$ cat config.mk
export PLATFORM = sky130hd
export DESIGN_NAME = grf_wport_arb
export DESIGN_NICKNAME = d
export VERILOG_FILES = /design/src/rtl/grf_arb_pkg.sv /design/src/rtl/grf_arb_fifo.sv /design/src/rtl/grf_wport_arb.sv
export SDC_FILE = /design/constraint.sdc
export NUM_CORES = 1
export LEC_CHECK = 0
export ABC_AREA = 1
export CAP_MARGIN = 20
export CORE_MARGIN = 2
export CORE_UTILIZATION = 50
export CTS_BUF_LIST = sky130_fd_sc_hd__clkbuf_2
export CTS_CLUSTER_DIAMETER = 120
export DETAILED_ROUTE_END_ITERATION = 8
export PLACE_DENSITY = 0.76
export SLEW_MARGIN = 20
export SYNTH_ARGS = -nofsm -noshare
export SYNTH_HDL_FRONTEND = slang
export SYNTH_SLANG_ARGS = --single-unit
export TNS_END_PERCENT = 30
$ cat constraint.sdc
create_clock -name clk -period 2.3 [get_ports clk]
set_input_delay 0.46 -clock clk [delete_from_list [all_inputs] [get_ports clk]]
set_output_delay 0.46 -clock clk [all_outputs]
set_load 0.005 [all_outputs]
$ cat src/rtl/grf_arb_pkg.sv
// Shared widths and the pending-write FIFO entry type for the GRF write-port arbiter.
package grf_arb_pkg;

    localparam int unsigned REG_AW = 5;
    localparam int unsigned DW     = 32;

    typedef struct packed {
        logic              live;
        logic [REG_AW-1:0] addr;
        logic [DW-1:0]     wd;
        logic [DW-1:0]     pc;
    } grf_entry_t;

endpackage

$ cat src/rtl/grf_arb_fifo.sv
// Pending-write circular buffer: head/tail pointers, per-entry live bits,
// kill-by-address and two hazard match ports over live entries.
module grf_arb_fifo
    import grf_arb_pkg::*;
#(
    parameter int unsigned DEPTH = 4
)
(
    input  logic                    clk,
    input  logic                    reset,
    input  logic                    i_push,
    input  grf_entry_t              i_push_entry,
    input  logic                    i_pop,
    input  logic                    i_kill_en,
    input  logic [REG_AW-1:0]       i_kill_addr,
    input  logic [REG_AW-1:0]       i_rd_a1,
    input  logic [REG_AW-1:0]       i_rd_a2,
    output grf_entry_t              o_head,
    output logic [$clog2(DEPTH):0]  o_count,
    output logic                    o_hit1,
    output logic                    o_hit2
);

    localparam int unsigned PW = $clog2(DEPTH);

    logic [PW-1:0]     r_head;
    logic [PW-1:0]     r_tail;
    logic [PW:0]       r_count;
    logic [DEPTH-1:0]  r_live;
    logic [REG_AW-1:0] r_addr [DEPTH];
    logic [DW-1:0]     r_wd   [DEPTH];
    logic [DW-1:0]     r_pc   [DEPTH];

    always_ff @(posedge clk or posedge reset) begin
        if (reset) begin
            r_head  <= '0;
            r_tail  <= '0;
            r_count <= '0;
        end else begin
            if (i_push) r_tail <= r_tail + PW'(1);
            if (i_pop)  r_head <= r_head + PW'(1);
            case ({i_push, i_pop})
                2'b10:   r_count <= r_count + (PW+1)'(1);
                2'b01:   r_count <= r_count - (PW+1)'(1);
                default: r_count <= r_count;
            endcase
        end
    end

    // Live bit cleared on pop so that live always implies an occupied slot.
    always_ff @(posedge clk or posedge reset) begin
        if (reset) begin
            r_live <= '0;
        end else begin
            for (int unsigned i = 0; i < DEPTH; i++) begin
                if (i_pop && (PW'(i) == r_head))
                    r_live[i] <= 1'b0;
                else if (i_kill_en && (r_addr[i] == i_kill_addr))
                    r_live[i] <= 1'b0;
                if (i_push && (PW'(i) == r_tail))
                    r_live[i] <= i_push_entry.live;
            end
        end
    end

    always_ff @(posedge clk) begin
        if (i_push) begin
            r_addr[r_tail] <= i_push_entry.addr;
            r_wd[r_tail]   <= i_push_entry.wd;
            r_pc[r_tail]   <= i_push_entry.pc;
        end
    end

    always_comb begin
        o_head.live = r_live[r_head];
        o_head.addr = r_addr[r_head];
        o_head.wd   = r_wd[r_head];
        o_head.pc   = r_pc[r_head];
    end

    assign o_count = r_count;

    always_comb begin
        o_hit1 = 1'b0;
        o_hit2 = 1'b0;
        for (int unsigned i = 0; i < DEPTH; i++) begin
            if (r_live[i] && (r_addr[i] == i_rd_a1)) o_hit1 = 1'b1;
            if (r_live[i] && (r_addr[i] == i_rd_a2)) o_hit2 = 1'b1;
        end
        o_hit1 = o_hit1 && (i_rd_a1 != '0);
        o_hit2 = o_hit2 && (i_rd_a2 != '0);
    end

endmodule

$ cat src/rtl/grf_wport_arb.sv
// GRF write-port arbiter: W-stage writes win, auxiliary results drain from a pending FIFO.
// Optional starvation counter / stall_req enabled by defining GRF_ARB_STARVE_EN.
module grf_wport_arb
    import grf_arb_pkg::*;
#(
    parameter int unsigned DEPTH        = 4,
    parameter int unsigned STARVE_LIMIT = 8
)
(
    input  logic              clk,
    input  logic              reset,
    input  logic              p_we,
    input  logic [REG_AW-1:0] p_addr,
    input  logic [DW-1:0]     p_wd,
    input  logic [DW-1:0]     p_pc,
    input  logic              x_valid,
    output logic              x_ready,
    input  logic [REG_AW-1:0] x_addr,
    input  logic [DW-1:0]     x_wd,
    input  logic [DW-1:0]     x_pc,
    input  logic [REG_AW-1:0] rd_a1,
    input  logic [REG_AW-1:0] rd_a2,
    output logic              pend_hit1,
    output logic              pend_hit2,
    output logic              stall_req,
    output logic              regWrite,
    output logic [REG_AW-1:0] A3,
    output logic [DW-1:0]     WD,
    output logic [DW-1:0]     wpc
);

    localparam int unsigned PW = $clog2(DEPTH);

    if ((DEPTH < 2) || ((DEPTH & (DEPTH - 1)) != 0)) begin : g_bad_depth
        $error("grf_wport_arb: DEPTH must be a power of two >= 2");
    end
    if ((STARVE_LIMIT < 1) || (STARVE_LIMIT > 255)) begin : g_bad_limit
        $error("grf_wport_arb: STARVE_LIMIT must be 1..255");
    end

    logic        w_p_wr;
    logic        w_push;
    logic        w_pop;
    logic        w_empty;
    logic        w_head_live;
    logic [PW:0] w_count;
    grf_entry_t  w_push_entry;
    grf_entry_t  w_head;

    assign w_p_wr  = p_we && (p_addr != '0);
    assign x_ready = (w_count < (PW+1)'(DEPTH));
    assign w_push  = x_valid && x_ready && (x_addr != '0);
    assign w_empty = (w_count == '0);
    assign w_head_live = !w_empty && w_head.live;
    // Dead heads always retire; live heads only when P leaves the port free.
    assign w_pop = !w_empty && (!w_head.live || !w_p_wr);

    always_comb begin
        w_push_entry.live = !(w_p_wr && (x_addr == p_addr));
        w_push_entry.addr = x_addr;
        w_push_entry.wd   = x_wd;
        w_push_entry.pc   = x_pc;
    end

    grf_arb_fifo #(.DEPTH(DEPTH)) u_fifo (
        .clk          (clk),
        .reset        (reset),
        .i_push       (w_push),
        .i_push_entry (w_push_entry),
        .i_pop        (w_pop),
        .i_kill_en    (w_p_wr),
        .i_kill_addr  (p_addr),
        .i_rd_a1      (rd_a1),
        .i_rd_a2      (rd_a2),
        .o_head       (w_head),
        .o_count      (w_count),
        .o_hit1       (pend_hit1),
        .o_hit2       (pend_hit2)
    );

    always_comb begin
        regWrite = 1'b0;
        A3       = '0;
        WD       = '0;
        wpc      = '0;
        if (w_p_wr) begin
            regWrite = 1'b1;
            A3       = p_addr;
            WD       = p_wd;
            wpc      = p_pc;
        end else if (w_head_live) begin
            regWrite = 1'b1;
            A3       = w_head.addr;
            WD       = w_head.wd;
            wpc      = w_head.pc;
        end
    end

`ifdef GRF_ARB_STARVE_EN
    logic [7:0] r_starve;

    always_ff @(posedge clk or posedge reset) begin
        if (reset)
            r_starve <= '0;
        else if (w_pop)
            r_starve <= '0;
        else if (w_head_live && w_p_wr && (r_starve != 8'(STARVE_LIMIT)))
            r_starve <= r_starve + 8'd1;
    end

    assign stall_req = (r_starve == 8'(STARVE_LIMIT));
`else
    assign stall_req = 1'b0;
`endif

endmodule

==> impl_results.md <==
- Status: finished with violations
- Failing checks: negative setup slack
- Critical-path top delay cell: dfrtp_4
- DRT antenna net count: 0
- Initial Util: 0.511
- Worst skew pair latency: approximately 0.8 ns
- Post-Synth Simple-Gate Area: 0.125
- Pre-CTS setup slack: -0.740 ns
- Crit-path max cell delay: a little under 0.5 ns
- Max-cap violations: 0
- RSZ-0062 raised after global routing: true
- Worst Skew: around 0.073 ns
- Hold Crit Start: x_pc[30]
- Synth cell types: 33
- Crit path max fanout: 12
- Compound-cell area share of the yosys netlist: 0.131
- GPL Wtd Cong: a little under 1
- Critical path arrival: between 2 and 2.5 ns
- Drt pass-1 iters: 5
- Yosys reg bits: roughly 290
- Finish-stage setup viols: between 70 and 80
- Endpoint, Worst Hold: u_fifo.r_pc[3][30]$_DFFE_PP_
- Initial antenna violation count: 3
- CTS max path bufs: 3
- Startpoint Class: flop
- Htree depth: 3
- Max-slew violations: 0
- Setup Crit Path Kind: reg -> out
- Synthesized area: about 13,000 sq um
- Core area: 25,300 sq um
- Min Tclk post-route: 2.94 ns
- Sequential fraction of the synthesis area: 0.664
- Area growth, synth to finish: 35.5%
- Async SR Flop Fraction: 0.0383
- Root buf cell: clkbuf_2
- Mapped Cells: about 1.2k
- CTS tree: built
- Detailed placement HPWL: roughly 23 mm
- Drt drc: 0
- First-pass GRT wire length: approximately 55 mm
- R2r setup slk: -0.11 ns
- Hold Crit Class: in -> reg
- Top cells by area, synth: edfxtp_1 64%, o21ai_0 5.7%, nand2_1 5.4%
- Multiplexer share of the synthesized area: 0
- Max rail drop VDD: about 0.50 mV
- Fmax: around 340 MHz
- Die span in y: between 150 and 200 um
- FF-to-FF End: u_fifo.o_count[2]$_DFFE_PP0P_
- Largest delay share family, worst path: buffers and inverters
- Synth top area share: 0.643
- Pleak: ~6.7 nW
- FF-to-FF Start: u_fifo.r_head[0]$_DFFE_PP0P_
- Worst path cell trace: buf_4 > buf_4 > o21ai_0 > o22ai_1 > nand2_1 > o21ai_1 > clkdlybuf4s15_2
- Critical Path Sink Type: output port
- Reg2Reg Depth: 16
- Critical path buffer and inverter count: 3
- Post-Route WL: approximately 37 mm
- Worst path required time: around 1.8 ns
- Final WS setup: -0.635 ns
- Vias in the first global route: roughly 11k
- Crit path top cell by count: buf_4
- Die X: approximately 160 um
- Gr usage total: 0.266
- TritonCTS Buffers: 73
- Syn_nets: between 1k and 1.5k
- Via/cell ratio: 5.46
- Post-synth EDFFs: around 280
- Largest family of logic cells by synthesized area: compound AO/OA/AOI/OAI gates
- DR vias: 10.5k
- Cell taking the most area after synthesis: edfxtp_1
- Ys flop type: edfxtp_1
- Wire per inst: approximately 19 um
- Final #Nets: between 1.5k and 2k
- Synth Area in Adders: 0.0103
- Average size of a mapped cell: around 11 sq um
- Power Density: around 1100 nW/um^2
- Synth warnings: 0
- # IOs: 226
- Remaining global-route overflow: 0
- Layout cells sized above 1: 0.260
- Die area: ~27,000 sq um
- Hold Path Stages: 1
- Count leader, synth: edfxtp_1
- Final period util: 1.28
- Largest net degree at the start of global routing: 43
- Port bufs: 224
- Setup_tns: -38.14 ns
- CP startpoint: u_fifo.r_head[0]$_DFFE_PP0P_
- CTS Sinks: ~290
- Top cells by count, synth: 276 x edfxtp_1, 185 x nand2_1, 174 x nor2_1
- 1st-iter DRT viols: ~900
- Clk slew on worst S/H paths: 0.11 ns
- Num rows: 58
- XOR/XNOR Fraction of Synth Area: 0.0238
- Fin. Hold Viols: 0
[through the flow]
| stage | instances | power (mW) | util | instance area, sq um | hold WS [ns] |
|---|---|---|---|---|---|
| final | 1922 | 18.7 | 0.691 | 17500 | 0.251 |
| after global routing | 1921 | 19.8 | 0.691 | 17500 | 0.159 |
| after CTS | 1905 | 18.1 | 0.685 | 17300 | 0.179 |
| after detailed placement | 1763 | 13.9 | 0.646 | 16300 | 0.496 |
| after global placement | 1763 | 13.7 | 0.646 | 16300 | 0.455 |
| after floorplan | 1173 | 10.7 | - | 12900 | 0.312 |
[cells by family (layout without fill, tap and decap cells)]
logic type	Yosys count	count (layout)
adders and majority gates	10	10
xor gates and xnor gates	35	35
and+or+nand+nor	405	405
AOI/OAI and AO/OA	314	314
other	1	4
DFF	287	287
buffers and inverters	121	537
[worst max-delay path by stage]
stage	depth (start not counted)	endpoint
finish	7	WD[0]
global route	11	WD[24]
CTS	7	wpc[10]
detailed placement	9	wpc[19]
global placement	9	WD[7]
floorplan	4	u_fifo.r_addr[2][0]$_DFFE_PP_
[cell type report]
type | instances | area, sq um
clock inverter | 22 | 158
antenna | 3 | 7.51
inverter | 47 | 204
clock buffer | 105 | 526
multi-input combinational | 765 | 4050
tap | 330 | 413
fill | 1900 | 7790
timing repair buffer | 363 | 3540
sequential | 287 | 8570
[repair_timing]
action / CTS / global route
endpoints found under the hold margin: 11 / 0
pin swaps: 15 / 40
gates cloned: 4 / 5
resized for setup: 188 / 193
setup buffers: 11 / 14
endpoints found under the setup margin: 74 / 74
hold buffers: 1 / 0
[metal layers]
layer  GRT usage  up-vias  share of wire
li1            -     4954              -
met1       0.336     4987           0.40
met2       0.443      458           0.50
met3      0.0588       90          0.071
met4       0.115        0          0.033
met5           0        -              0
[power breakdown]
part           switching, mW  leakage, nW  total, mW  internal (mW)
clock                   2.02        0.514       3.48           1.47
combinational           4.74         3.57       8.40           3.66
sequential             0.280         2.64       6.83           6.55
[cell usage in the layout, fill, tap and decap left out, types with 3 or more instances in the layout]
cell | Yosys | final
edfxtp_1 | 276 | 276
nand2_1 | 185 | 179
nor2_1 | 174 | 174
clkdlybuf4s50_1 | 0 | 151
o21ai_0 | 146 | 134
clkbuf_2 | 6 | 121
buf_4 | 7 | 81
o22ai_1 | 76 | 68
buf_2 | 37 | 50
o21ai_2 | 4 | 44
o21ai_1 | 69 | 39
inv_1 | 42 | 35
buf_12 | 0 | 28
xor2_1 | 22 | 22
nand3_1 | 19 | 19
buf_6 | 6 | 18
clkinv_1 | 1 | 14
a21oi_1 | 17 | 13
xnor2_1 | 13 | 13
o22ai_2 | 1 | 9
nand4_1 | 9 | 9
ha_1 | 9 | 9
nand2_2 | 4 | 8
dfrtp_1 | 11 | 8
nor3_1 | 10 | 7
inv_2 | 3 | 5
a21oi_2 | 1 | 4
clkinvlp_4 | 0 | 4
clkbuf_16 | 0 | 4
buf_8 | 0 | 4
diode_2 | 0 | 3
nor3_2 | 0 | 3
buf_16 | 0 | 3
clkdlybuf4s15_2 | 0 | 3
[sequential cells by signal (all words and copies together), names as in the netlist]
signal / count
u_fifo.r_head: 2
u_fifo.r_addr: 20
u_fifo.r_tail: 2
u_fifo.r_pc: 128
u_fifo.r_wd: 128
u_fifo.r_live: 4
u_fifo.o_count: 3
[worst reg2reg max path: stages (launching register included)]
cell	delay (ns)
dfrtp_4	0.54
buf_6	0.15
nand2_1	0.06
nand2_1	0.06
nand2_2	0.08
nand2_4	0.07
buf_4	0.13
buf_4	0.12
nand2_2	0.08
nand2_2	0.06
inv_2	0.06
ha_1	0.15
inv_2	0.04
fa_2	0.35
a21oi_2	0.11
o21ai_1	0.08
xor2_1	0.14
Note: power is estimated with default switching activity, not from simulation.
